## config.mk

```make
export PLATFORM = sky130hd
export DESIGN_NAME = peak_capture_register
export DESIGN_NICKNAME = d
export VERILOG_FILES = /design/src/rtl/peak_capture_register.sv
export SDC_FILE = /design/constraint.sdc
export NUM_CORES = 1
export LEC_CHECK = 0
export BUFFER_PORTS_ARGS = -buffer_cell sky130_fd_sc_hd__buf_2
export CORE_AREA = 2 2 90 57
export DETAILED_ROUTE_END_ITERATION = 16
export DIE_AREA = 0 0 92 59
export PLACE_DENSITY = 0.75
export SLEW_MARGIN = 10
export SYNTH_ARGS = -nofsm -noshare
export SYNTH_HDL_FRONTEND = slang
export SYNTH_SLANG_ARGS = --single-unit
```

## constraint.sdc

```tcl
create_clock -name clk -period 2.06 [get_ports clk]
set_input_delay 0.206 -clock clk [delete_from_list [all_inputs] [get_ports clk]]
set_output_delay 0.206 -clock clk [all_outputs]
set_load 0.05 [all_outputs]
```

## src/rtl/peak_capture_register.sv

```systemverilog
// rtl/peak_capture_register.sv - sweep-peak holding stage for the solar-tracker ADC path
// Holds each accepted sample for the external comparator and keeps the running maximum and its position.
module peak_capture_register #(
   parameter int POS_W = 8
) (
   input  logic             clk,
   input  logic             rstn,
   input  logic             start,
   input  logic [11:0]      adc_data,
   input  logic             sample_valid,
   input  logic             sample_last,
   input  logic [POS_W-1:0] pos,
   input  logic             gt,
   output logic [11:0]      cmp_pv,
   output logic [11:0]      lv,
   output logic [POS_W-1:0] max_pos,
   output logic             busy,
   output logic             done,
   output logic [7:0]       miss_cnt
);

   typedef enum logic [2:0] {
      IDLE,
      CLEAR,
      WAIT,
      SETTLE,
      DECIDE,
      FINISH
   } state_t;

   state_t           state;
   logic             first;
   logic [POS_W-1:0] s_pos;
   logic             s_last;

   always_ff @(posedge clk or negedge rstn) begin
      if (!rstn) begin
         state    <= IDLE;
         cmp_pv   <= '0;
         lv       <= '0;
         max_pos  <= '0;
         busy     <= 1'b0;
         done     <= 1'b0;
         miss_cnt <= '0;
         first    <= 1'b0;
         s_pos    <= '0;
         s_last   <= 1'b0;
      end else begin
         done <= 1'b0;
         // Any sample offered while busy outside WAIT is dropped and counted.
         if (busy && state != WAIT && sample_valid && miss_cnt != 8'hff)
            miss_cnt <= miss_cnt + 8'd1;
         case (state)
            IDLE: begin
               if (start) begin
                  busy  <= 1'b1;
                  state <= CLEAR;
               end
            end
            CLEAR: begin
               lv       <= '0;
               max_pos  <= '0;
               miss_cnt <= {7'd0, sample_valid};
               first    <= 1'b1;
               state    <= WAIT;
            end
            WAIT: begin
               if (sample_valid) begin
                  cmp_pv <= adc_data;
                  s_pos  <= pos;
                  s_last <= sample_last;
                  state  <= SETTLE;
               end
            end
            SETTLE: state <= DECIDE;
            DECIDE: begin
               // First sample of a sweep is taken unconditionally.
               if (gt || first) begin
                  lv      <= cmp_pv;
                  max_pos <= s_pos;
               end
               first <= 1'b0;
               if (s_last) begin
                  done  <= 1'b1;
                  state <= FINISH;
               end else begin
                  state <= WAIT;
               end
            end
            FINISH: begin
               busy  <= 1'b0;
               state <= IDLE;
            end
            default: state <= IDLE;
         endcase
      end
   end

endmodule

```

## Word-level counts from Yosys, hierarchy flattened

Cells that the tools add are included.

| word-level totals | value |
|---|---|
| register bits after elaboration | 55 |
| bits in latches | 0 |
| RAM bits | 0 |
| bits in read-only memories | 0 |
| input port bits | 26 |
| output and inout bits | 42 |
| logic and storage cells | 48 |
| memories | 0 |

| operators by class | value |
|---|---|
| add/subtract/negate cells | 1 |
| multiply operators | 0 |
| div/mod/pow operators | 0 |
| $lt $le $gt $ge | 0 |
| equal/unequal tests | 10 |
| shifts and indexed selects | 0 |
| muxes and demuxes | 15 |
| bitwise logic cells | 0 |
| reduce and logical (&&, ||, !) cells | 12 |

Operator list:

| operator | count |
|---|---|
| 8-bit 2-to-1 mux | 3 |
| 12-bit case mux with 2 select lines | 1 |
| 8-bit case mux with 2 select lines | 1 |
| 3-bit case mux with 5 select lines | 1 |
| 12-bit 2-to-1 mux | 1 |
| 3-bit 2-to-1 mux | 3 |
| 8-bit by 1-bit adder with 8-bit output, second input constant | 1 |
| 8-bit != test, second input constant | 1 |
| 2-bit AND reduction | 4 |
| 3-bit by 2-bit equality test with 1-bit output, second input constant | 2 |
| 3-bit equality test, second input constant | 2 |
| 2-bit != test, second input constant | 3 |
| 2-bit nonzero test | 3 |
| 1-bit case mux with 2 select lines | 2 |
| 3-bit by 1-bit equality test with 1-bit output, second input constant | 1 |
| 1-bit logical AND | 3 |
| 3-bit zero test | 1 |
| 1-bit 2-to-1 mux | 3 |
| 3-bit by 2-bit != test with 1-bit output, second input constant | 1 |
| 1-bit logical OR | 1 |

## Logic depth before layout (Yosys ltp)

Gate-level depths: netlist of run 1.

| depth | value |
|---|---|
| depth after elaboration | 6 |
| mapped depth | 6 |
| depth with buffers taken out | 5 |

## Worst setup path before layout of run 1

No wires, ideal clock.

| timing path | value |
|---|---|
| path type | reg2reg |
| start point | register miss_cnt[0] |
| end point | register miss_cnt[6] |
| library setup time | 0.078 ns |
| data arrival time | 1.797 ns |
| data required time | 1.982 ns |
| setup slack | 0.185 ns |
| stages on the path, launching flop included | 7 |
| path buffers | 1 |
| period minus slack after synthesis | 1.875 ns |
| cell sequence | dfrtp_1 > ha_1 > nand3_1 > o2111ai_1 > buf_2 > or4_1 > a21oi_1 |

| between the ends | value |
|---|---|
| cells in the longest elaborated chain, start to end | 3 |
| elaborated cells between the ends (all ways) | 6 |
| those cells by class | 1 x add/sub; 1 x eq/ne; 2 x mux; 2 x reduce/logical |

Ends and longest elaborated chain:

| element | line | source |
|---|---|---|
| from (decl) | 19 | `output logic [7:0] miss_cnt` |
| from (signal assigned) | 52 | `miss_cnt <= miss_cnt + 8'd1;` |
| from (signal assigned) | 63 | `miss_cnt <= {7'd0, sample_valid};` |
| 8-bit by 1-bit adder with 8-bit output / 8-bit != test (equally long branches) | 52, 51 |  |
| 8-bit 2-to-1 mux / 1-bit logical AND (equally long branches) | 51 | `if (busy && state != WAIT && sample_valid && miss_cnt != 8'hff)` |
| 8-bit 2-to-1 mux / 2-bit nonzero test (equally long branches) | n/a |  |

Several ways; a longest one is shown, not always the timed one. The select of a mux whose other input is x is not followed.
A chain may end at the register's enable or synchronous reset.

## Worst setup path after layout of run 1

| timing path | value |
|---|---|
| start point | register state[2] |
| end point | register miss_cnt[5] |

| between the ends | value |
|---|---|
| cells in the longest elaborated chain, start to end | 5 |
| elaborated cells between the ends (all ways) | 7 |
| those cells by class | 2 x eq/ne; 1 x mux; 4 x reduce/logical |

Ends and longest elaborated chain:

| element | line | source |
|---|---|---|
| from (decl) | 31 | `state_t state;` |
| from (signal assigned) | 38 | `state <= IDLE;` |
| from (signal assigned) | 57 | `state <= CLEAR;` |
| from (signal assigned) | 65 | `state <= WAIT;` |
| 3-bit by 2-bit != test with 1-bit output | 51 |  |
| 1-bit logical AND (3 in series) | 51 |  |
| 2-bit nonzero test (no line) | n/a |  |

Several ways; a longest one is shown, not always the timed one.

==> results of run 1 <==
## stage by stage
| stage | util [%] | setup WS (ps) |
|---|---|---|
| detailed placement | 59.09 | 295.4 |
| global route | 61.44 | 132.2 |
| finish | 61.44 | 280.7 |
| global placement | 59.09 | 358.1 |
| floorplan | - | 185.3 |
| CTS | 61.44 | 272.9 |
## repair_timing
action	CTS	global route
setup buffers	0	0
hold buffers	1	0
endpoints found under the setup margin	0	0
hold endpoints to repair	23	0
## final timing paths
| path | cells past startpoint | to |
|---|---|---|
| max in group asynchronous | 3 | miss_cnt[4] |
| worst max-delay path | 4 | miss_cnt[5] |
| worst min register to register | 2 | max_pos[6] |
| worst max register to register | 4 | miss_cnt[5] |
| worst min-delay path | 3 | cmp_pv[8] |
| min in group asynchronous | 2 | miss_cnt[2] |
## state kept, by name (all words and copies together), names as in the netlist
register / flops
busy: 1
cmp_pv: 12
done: 1
first: 1
lv: 12
max_pos: 8
miss_cnt: 8
s_last: 1
s_pos: 8
state: 3
## power by group through the flow
| stage | Sequential (mW) | Combinational [mW] | Clock [mW] |
|---|---|---|---|
| global route | 1.92 | 2.91 | 0.694 |
| detailed placement | 1.87 | 2.70 | 0 |
| global placement | 1.85 | 2.64 | 0 |
| CTS | 1.85 | 2.71 | 0.642 |
| floorplan | 3.05 | 0.813 | 0 |
| finish | 1.85 | 2.69 | 0.634 |
## cells in the mapped netlist (2+ instances only)
| master | number |
|---|---|
| inv_1 | 24 |
| buf_2 | 5 |
| nor2_1 | 9 |
| dfrtp_1 | 55 |
| o21ai_0 | 47 |
| nand3_1 | 24 |
| o31ai_1 | 2 |
| clkbuf_1 | 8 |
| or4_1 | 2 |
| mux2i_1 | 2 |
| nand2_1 | 27 |
| or3_1 | 2 |
| a21oi_1 | 8 |
## worst min-delay path, cell delays in order
cell     delay [ps]
buf_2            70
nand2_1          30
o21ai_0          60
## final cells by class
| cell class | instances | area [um^2] |
|---|---|---|
| Sequential cell | 55 | 1376 |
| Clock inverter | 3 | 27.53 |
| Multi-Input combinational cell | 138 | 720.7 |
| Inverter | 24 | 90.09 |
| Timing Repair Buffer | 77 | 412.9 |
| Clock buffer | 5 | 68.82 |
| Fill cell | 396 | 1742 |
| Tap cell | 63 | 78.83 |
## metal layers
metal | vias up | global-route usage, % | routed length [um]
met2 | 55 | 31.41 | 2218
li1 | 920 | - | -
met3 | 2 | 4.326 | 274
met5 | - | 0 | 0
met1 | 871 | 30.45 | 2513
met4 | 0 | 2.559 | 8
## kinds of logic after synthesis
group | after synthesis | synth area share (%)
flip-flops | 55 | 61.35
adder cells (fa/ha/maj) | 1 | 0.5576
multiplexers | 3 | 1.394
AND/OR/NAND/NOR | 70 | 14.67
AO/OA/AOI/OAI | 62 | 14.61
XOR/XNOR | 2 | 0.7810
buffers and inverters | 38 | 6.637
## layout by cell type, fill, tap and decap left out, types with 2 or more instances in the layout
| cell type | instances |
|---|---|
| buf_2 | 67 |
| dfrtp_1 | 55 |
| o21ai_0 | 47 |
| nand2_1 | 27 |
| inv_1 | 24 |
| nand3_1 | 24 |
| buf_4 | 9 |
| nor2_1 | 8 |
| a21oi_1 | 8 |
| clkbuf_8 | 5 |
| mux2i_1 | 2 |
| o31ai_1 | 2 |
| or4_1 | 2 |
| or3_1 | 2 |
==> impl_metrics.toml, run 1 <==
[status]
run_status = "finished clean"

[logic_synthesis]
synth_edf_count = 0
synth-main-ff-cell = "dfrtp_1"
synth-seq-area-share_pct = 61.35
syn_area_per_cell_um2 = 9.712
ys_types = 29
synth_nets = 258
synth_area_um2 = 2243
ys_warn_count = 0
ys_ff_latch = 55
synthArstFlopShare_pct = 100.0
ys_top_cells_by_area = "dfrtp_1 61%, o21ai_0 10%, nand3_1 5.4%"
netlist.area_leader.share_pct = 61.35
syn_inst = 231
yosysTopAreaCell = "dfrtp_1"

[flow_run]
drv_cap = 0

[clock_network]
root_buffer = "clkbuf_8"
cts_made_buffers = 5
cts_tree = "built"
clkTransAtPathRegs_ps = 110
cts_resized = 0
clock-sinks = 55
cts.path.max_buffers = 2
clock_latency_ps = 310
htree_levels = 2

[drt]
wirelength_um = 5014
via_count = 1848
ant_nets = 0
drt_iter0_drc = 51
via_per_inst = 5.063
routedWlPerCell_um = 13.74
drt_first_pass_iters = 4
drc = 0

[sta]
setup_viol = 0
hold_viol = 0
skew_ps = 11.89
finalCritPeriodShare_pct = 86.38
relSlewSlack_pct = 62.15
rsz0062_at_grt = "no"
hold_slack_ps = 91.48
final_max_slew_viol_count = 0
setup_tns_ps = 0
worst_slew_pin_slew_ps = 567.7
fin_crit_ps = 1779
fmax_ghz = 0.5620

[grt]
grt_pass1_wl_um = 8459
grt_antenna_before_repair = 0
grt_pass1_vias = 1758
grt_max_degree = 29
grt_remaining_overflow = 0
grt_usage_pct = 20.15

[worst_setup_path]
cpLargestDelayFamily = "simple AND/OR/NAND/NOR gates"
reg2reg_from = "state[2]"
crit_path_cell_trace = "or3b_1, o2111ai_1, or4_1, a21oi_1"
cp_slowest_stage_delay_ps = 560
crit_path_start_kind = "flip-flop"
crit_buf_inv = 0
cp-startpoint = "state[2]"
cp_slowest_cell = "or4_1"
crit_type = "flip-flop to flip-flop"
crit_required_ps = 2300
end_kind = "flip-flop"
path_max_fanout = 11
arrival_ps = 2020
r2r_slack_ps = 280

[floorplan]
fp-row-count = 19
die_x_um = 92
ios = 68
initial_core_util_pct = 49.67
dieArea_um2 = 5428
fp.coreArea_um2 = 4517
die_y_um = 59

[pwr]
p_seq_share_pct = 35.8
p_int_mw = 2.447
power_density_nw_per_um2 = 1864
power_switching_mw = 2.726
finalPower_mw = 5.173
peakVddDrop_mv = 0.8579
p_comb_share_pct = 51.9
p_clk_share_pct = 12.3
p_leak_nw = 1.409
swShare_pct = 52.70

[final_layout]
drive_gt1_share_pct = 28.81
fin_nets = 328
diodes = 0
syn_to_final_growth_pct = 23.70
stdcell_area_um2 = 2775
layout.cells.non_filler = 365

[place]
gp_congestion = 0.8083
hpwl_um = 3651
portBuffers = 67
dp_cells = 356
place_area_um2 = 2669

[min_path]
min_from = "adc_data[8]"
min_path_type = "input port to flip-flop"
Power figures use the tool's default switching activity.
==> run 2, diff against run 1 <==
CORE_AREA = 2 2 100 64   (was 2 2 90 57)
DIE_AREA = 0 0 102 66   (was 0 0 92 59)
GPL_TIMING_DRIVEN = 0   (was unset)
PLACE_DENSITY = 0.61   (was 0.75)
==> run 2 against run 1 <==
- power rose by 1.8%
- combinational power barely moved
- hold slack improved by 1.4 ps
- sequential cell count did not move
- sequential share of layout area fell by 0.73 points
- count of clock-buffer cells in the layout rose by 1
- fmax rose by 1.0%
==> impl_metrics.toml, run 2 (same netlist as run 1, synthesis figures left out) <==
[status]
run_status = "finished clean"

[clock_network]
postCtsSetupBuffers = 0
cts_tree = "built"
root_buffer = "clkbuf_8"
htree_levels = 2
clock-sinks = 55
cts.path.max_buffers = 2
clkTransAtPathRegs_ps = 100
clock_latency_ps = 310
cts_made_buffers = 5

[floorplan]
dieArea_um2 = 6732
fp-row-count = 22
initial_core_util_pct = 38.44
die_y_um = 66
die_x_um = 102
ios = 68
fp.coreArea_um2 = 5836

[sta]
final_max_slew_viol_count = 0
fmax_ghz = 0.5678
hold_viol = 0
worst_slew_pin_slew_ps = 685.2
fin_ws_ps = 298.9
skew_ps = 7.705
relSlewSlack_pct = 54.32
fin_crit_ps = 1761
setup_tns_ps = 0
setup_viol = 0
rsz0062_at_grt = "no"
finalCritPeriodShare_pct = 85.49

[final_layout]
final_common_cell = "buf_2"
drive_gt1_share_pct = 27.36
fin_nets = 333
final_cell_mix = "71 x buf_2, 55 x dfrtp_1, 47 x o21ai_0, 27 x nand2_1"
diodes = 0
layout.cells.non_filler = 391
largest_registers = "cmp_pv: 12 flops, lv: 12 flops"
stdcell_area_um2 = 2816
syn_to_final_growth_pct = 25.54

[worst_setup_path]
worstRegToRegCells = 6
crit_required_ps = 2290
cp_slowest_cell = "dfrtp_1"
cp_slowest_stage_delay_ps = 430
cpLargestDelayFamily = "simple AND/OR/NAND/NOR gates"
crit_type = "flip-flop to flip-flop"
reg2reg_from = "miss_cnt[0]"
path_max_fanout = 10
end_kind = "flip-flop"
crit_path_cell_trace = "ha_1, nand3_1, o2111ai_1, buf_2, or4_1, a21oi_1"
r2r-end = "miss_cnt[6]"
arrival_ps = 1990
crit_buf_inv = 1
crit_path_start_kind = "flip-flop"
r2r_slack_ps = 300

[place]
pre_cts_slack_ps = 144.2
portBuffers = 67
hpwl_um = 3809
place_area_um2 = 2684
dp_cells = 382
gp_congestion = 0.8968

[drt]
drt_iter0_drc = 67
routedWlPerCell_um = 13.33
drc = 0
wirelength_um = 5213
drt_first_pass_iters = 4
via_per_inst = 4.729
ant_nets = 0
via_count = 1849

[grt]
grt_pass1_vias = 1733
met2_usage_pct = 24.10
grt_max_degree = 56
met3_usage_pct = 4.334
grt_remaining_overflow = 0
grt_usage_pct = 16.71
met1_usage_pct = 24.86
grt_pass1_wl_um = 8576
busiest_layer = "met1"
grt_antenna_before_repair = 0

[pwr]
power_density_nw_per_um2 = 1870
peakVddDrop_mv = 0.6619
p_leak_nw = 1.422

[min_path]
worstHoldEndpoint = "cmp_pv[7]"
min_path_type = "input port to flip-flop"
min_from = "adc_data[7]"
holdPathStages = 3

[flow_run]
drv_cap = 0
==> run 2: worst min-delay path, delay by kind of cell <==
family	cells	cell delay [ps]
and+or+nand+nor	1	30
AOI/OAI and AO/OA	1	50
buffers and inverters	1	70
==> run 2: what timing repair did <==
item                                   CTS  global route
hold buffers                             0             1
resized for setup                        0             4
endpoints found under the hold margin    0            42
setup endpoints to repair                0             6
==> run 2: per-layer routing <==
layer / routed length, um / part of all wire, %
met4: 52 / 1.0
met2: 2184 / 42
met5: 0 / 0
met3: 296 / 5.7
met1: 2679 / 51
==> run 2: worst max-delay path by stage <==
stage                     start     endpoint  slack [ps]  cells past startpoint
floorplan           miss_cnt[0]  miss_cnt[6]         190                      6
global placement       state[0]     s_pos[2]         160                      5
detailed placement     state[0]     s_pos[1]         140                      5
CTS                    state[0]     s_pos[1]         140                      5
global route           state[0]    cmp_pv[8]          70                      6
finish              miss_cnt[0]  miss_cnt[6]         300                      6
==> run 2: report_power, final <==
group	switching, mW	internal [mW]
registers	0.260	1.56
logic	2.09	0.628
clock network	0.342	0.394
==> run 2: through the flow <==
stage / util [%] / hold slack (ps) / total power, mW
6_report: 48.26 / 92.91 / 5.268
5_1_grt: 48.26 / 103.3 / 5.640
3_5_place_dp: 45.99 / 412.7 / 4.576
4_1_cts: 48.01 / 82.24 / 5.318
2_1_floorplan: - / -89.59 / 3.858
3_3_place_gp: 45.99 / 408.2 / 4.528
==> run 2: layout make-up <==
type	instances	area [um^2]
Sequential cell	55	1376
Inverter	24	90.09
Fill cell	602	3019
Multi-Input combinational cell	138	718.2
Timing Repair Buffer	68	347.8
Tap cell	84	105.1
Buffer	14	61.31
Clock inverter	2	35.03
Clock buffer	6	82.58
==> run 3, diff against run 2 <==
GPL_TIMING_DRIVEN = unset   (was 0)
SKIP_CTS_REPAIR_TIMING = 1   (was unset)
==> run 3 against run 2 <==
- non-clock buffer count shrank 6
- routed wire length shrank 7.5%
- power shrank 0.37%
- fmax shrank 0.70%
- final area grew 0.40%
- setup slack lost 12 ps
- count of clock-buffer cells in the layout is the same
- cell count shrank 1.5%
- register-to-register slack is essentially flat
- hold slack gained 5.1 ps
- critical path type unchanged
- largest cell class unchanged
- largest power group unchanged
==> impl_metrics.toml, run 3 (same netlist as run 1, synthesis figures left out) <==
[floorplan]
die_x_um = 102
fp.coreArea_um2 = 5836
fp-row-count = 22
dieArea_um2 = 6732
die_y_um = 66
ios = 68
initial_core_util_pct = 38.44

[sta]
skew_ps = 2.241
fin_crit_ps = 1773
fmax_ghz = 0.5639
finalCritPeriodShare_pct = 86.09
worst_slew_pin_slew_ps = 493.5
rsz0062_at_grt = "no"
relSlewSlack_pct = 66.98
setup_tns_ps = 0
hold_viol = 0
setup_viol = 0
final_max_slew_viol_count = 0

[grt]
grt_max_degree = 44
grt_usage_pct = 15.39
grt_remaining_overflow = 0
grt_pass1_wl_um = 8079
grt_antenna_before_repair = 0
grt_pass1_vias = 1742

[pwr]
p_int_mw = 2.594
p_clk_share_pct = 13.9
p_leak_nw = 1.424
power_switching_mw = 2.655
power_density_nw_per_um2 = 1856
peakVddDrop_mv = 0.7002
p_seq_share_pct = 35.2
swShare_pct = 50.58
finalPower_mw = 5.249
p_comb_share_pct = 50.9

[final_layout]
drive_gt1_share_pct = 28.57
fin_nets = 327
final_common_cell = "buf_2"
final_cell_mix = "67 x buf_2, 55 x dfrtp_1, 47 x o21ai_0, 27 x nand2_1"
diodes = 0
syn_to_final_growth_pct = 26.05
largest_registers = "cmp_pv: 12 flops, lv: 12 flops"

[flow_run]
drv_cap = 0

[worst_setup_path]
path_max_fanout = 6
crit_buf_inv = 1
crit_path_start_kind = "flip-flop"
cp_slowest_cell = "dfrtp_1"
reg2reg_from = "miss_cnt[0]"
cpLargestDelayFamily = "flip-flops"
r2r_slack_ps = 290
crit_required_ps = 2290
r2r-end = "miss_cnt[3]"
cp_slowest_stage_delay_ps = 430
crit_path_cell_trace = "ha_1, nand3_1, o2111ai_1, buf_4, or3_1, a21oi_1"
arrival_ps = 2010
crit_type = "flip-flop to flip-flop"
worstRegToRegCells = 6
end_kind = "flip-flop"

[drt]
wirelength_um = 4823
via_per_inst = 4.610
drt_iter0_drc = 52
ant_nets = 0
routedWlPerCell_um = 12.53
drt_first_pass_iters = 4
drc = 0
via_count = 1775

[clock_network]
clkTransAtPathRegs_ps = 90
cts_tree = "built"
cts.path.max_buffers = 2
cts_made_buffers = 5
clock_latency_ps = 300
htree_levels = 2
root_buffer = "clkbuf_8"
clock-sinks = 55

[min_path]
min_from = "pos[6]"
worstHoldEndpoint = "s_pos[6]"
min_path_type = "input port to flip-flop"
holdPathStages = 3

[place]
portBuffers = 67
gp_congestion = 0.8389
hpwl_um = 3496

[status]
run_status = "finished clean"
-- run 3: cell count changes in the layout (fill, tap and decap cells not counted), moves of 2 or more --
| cell | before | now |
|---|---|---|
| clkbuf_2 | 2 | 0 |
| buf_2 | 71 | 67 |
| clkbuf_1 | 6 | 0 |
| buf_4 | 1 | 7 |
-- run 3: power by group through the flow --
| stage | Sequential, mW | Clock, mW | Combinational (mW) |
|---|---|---|---|
| floorplan | 3.05 | 0 | 0.813 |
| global placement | 1.86 | 0 | 2.67 |
| detailed placement | 1.87 | 0 | 2.69 |
| CTS | 1.85 | 0.754 | 2.70 |
| global route | 1.91 | 0.802 | 2.93 |
| finish | 1.85 | 0.731 | 2.67 |
-- run 3: metrics by stage --
| step | utilization (%) | hold slack (ps) | area, um^2 | setup slack [ps] | std cells |
|---|---|---|---|---|---|
| finish | 48.46 | 98.04 | 2828 | 286.5 | 385 |
| global route | 48.46 | 98.75 | 2828 | 163.3 | 385 |
| CTS | 48.28 | -220.9 | 2818 | 295.4 | 384 |
| detailed placement | 46.27 | 117.9 | 2700 | 332.2 | 376 |
| global placement | 46.27 | 114.6 | 2700 | 373.0 | 376 |
| floorplan | - | -89.59 | 2243 | 185.3 | 231 |
-- run 3: layout make-up --
class                   count  area [um^2]
fillers                   579         3008
flip-flops and latches     55         1376
inverters                  24        90.09
clock inverters             2        35.03
clock buffers               6        82.58
repair buffers             76        417.9
multi-input cells         138        720.7
well taps                  84        105.1
-- run 3: worst reg2reg max path, cell delays in order, from the launching register on --
cell	delay (ps)
dfrtp_1	430
ha_1	260
nand3_1	90
o2111ai_1	230
buf_4	250
or3_1	300
a21oi_1	150
-- run 3: metal layers --
layer	vias to the layer above	share of wire, %	global-route usage, %
li1	909	-	-
met1	813	52	23.66
met2	48	40	21.63
met3	5	6.4	3.805
met4	0	0.77	3.667
met5	-	0	0
-- run 3: how the worst max path moves through the flow --
stage / from / endpoint / slack (ps) / depth (start not counted)
after floorplan: miss_cnt[0] / miss_cnt[6] / 190 / 6
after global placement: miss_cnt[0] / miss_cnt[3] / 370 / 6
after detailed placement: state[0] / miss_cnt[1] / 330 / 5
after CTS: miss_cnt[0] / miss_cnt[3] / 300 / 6
after global routing: state[0] / miss_cnt[5] / 160 / 4
final: miss_cnt[0] / miss_cnt[3] / 290 / 6
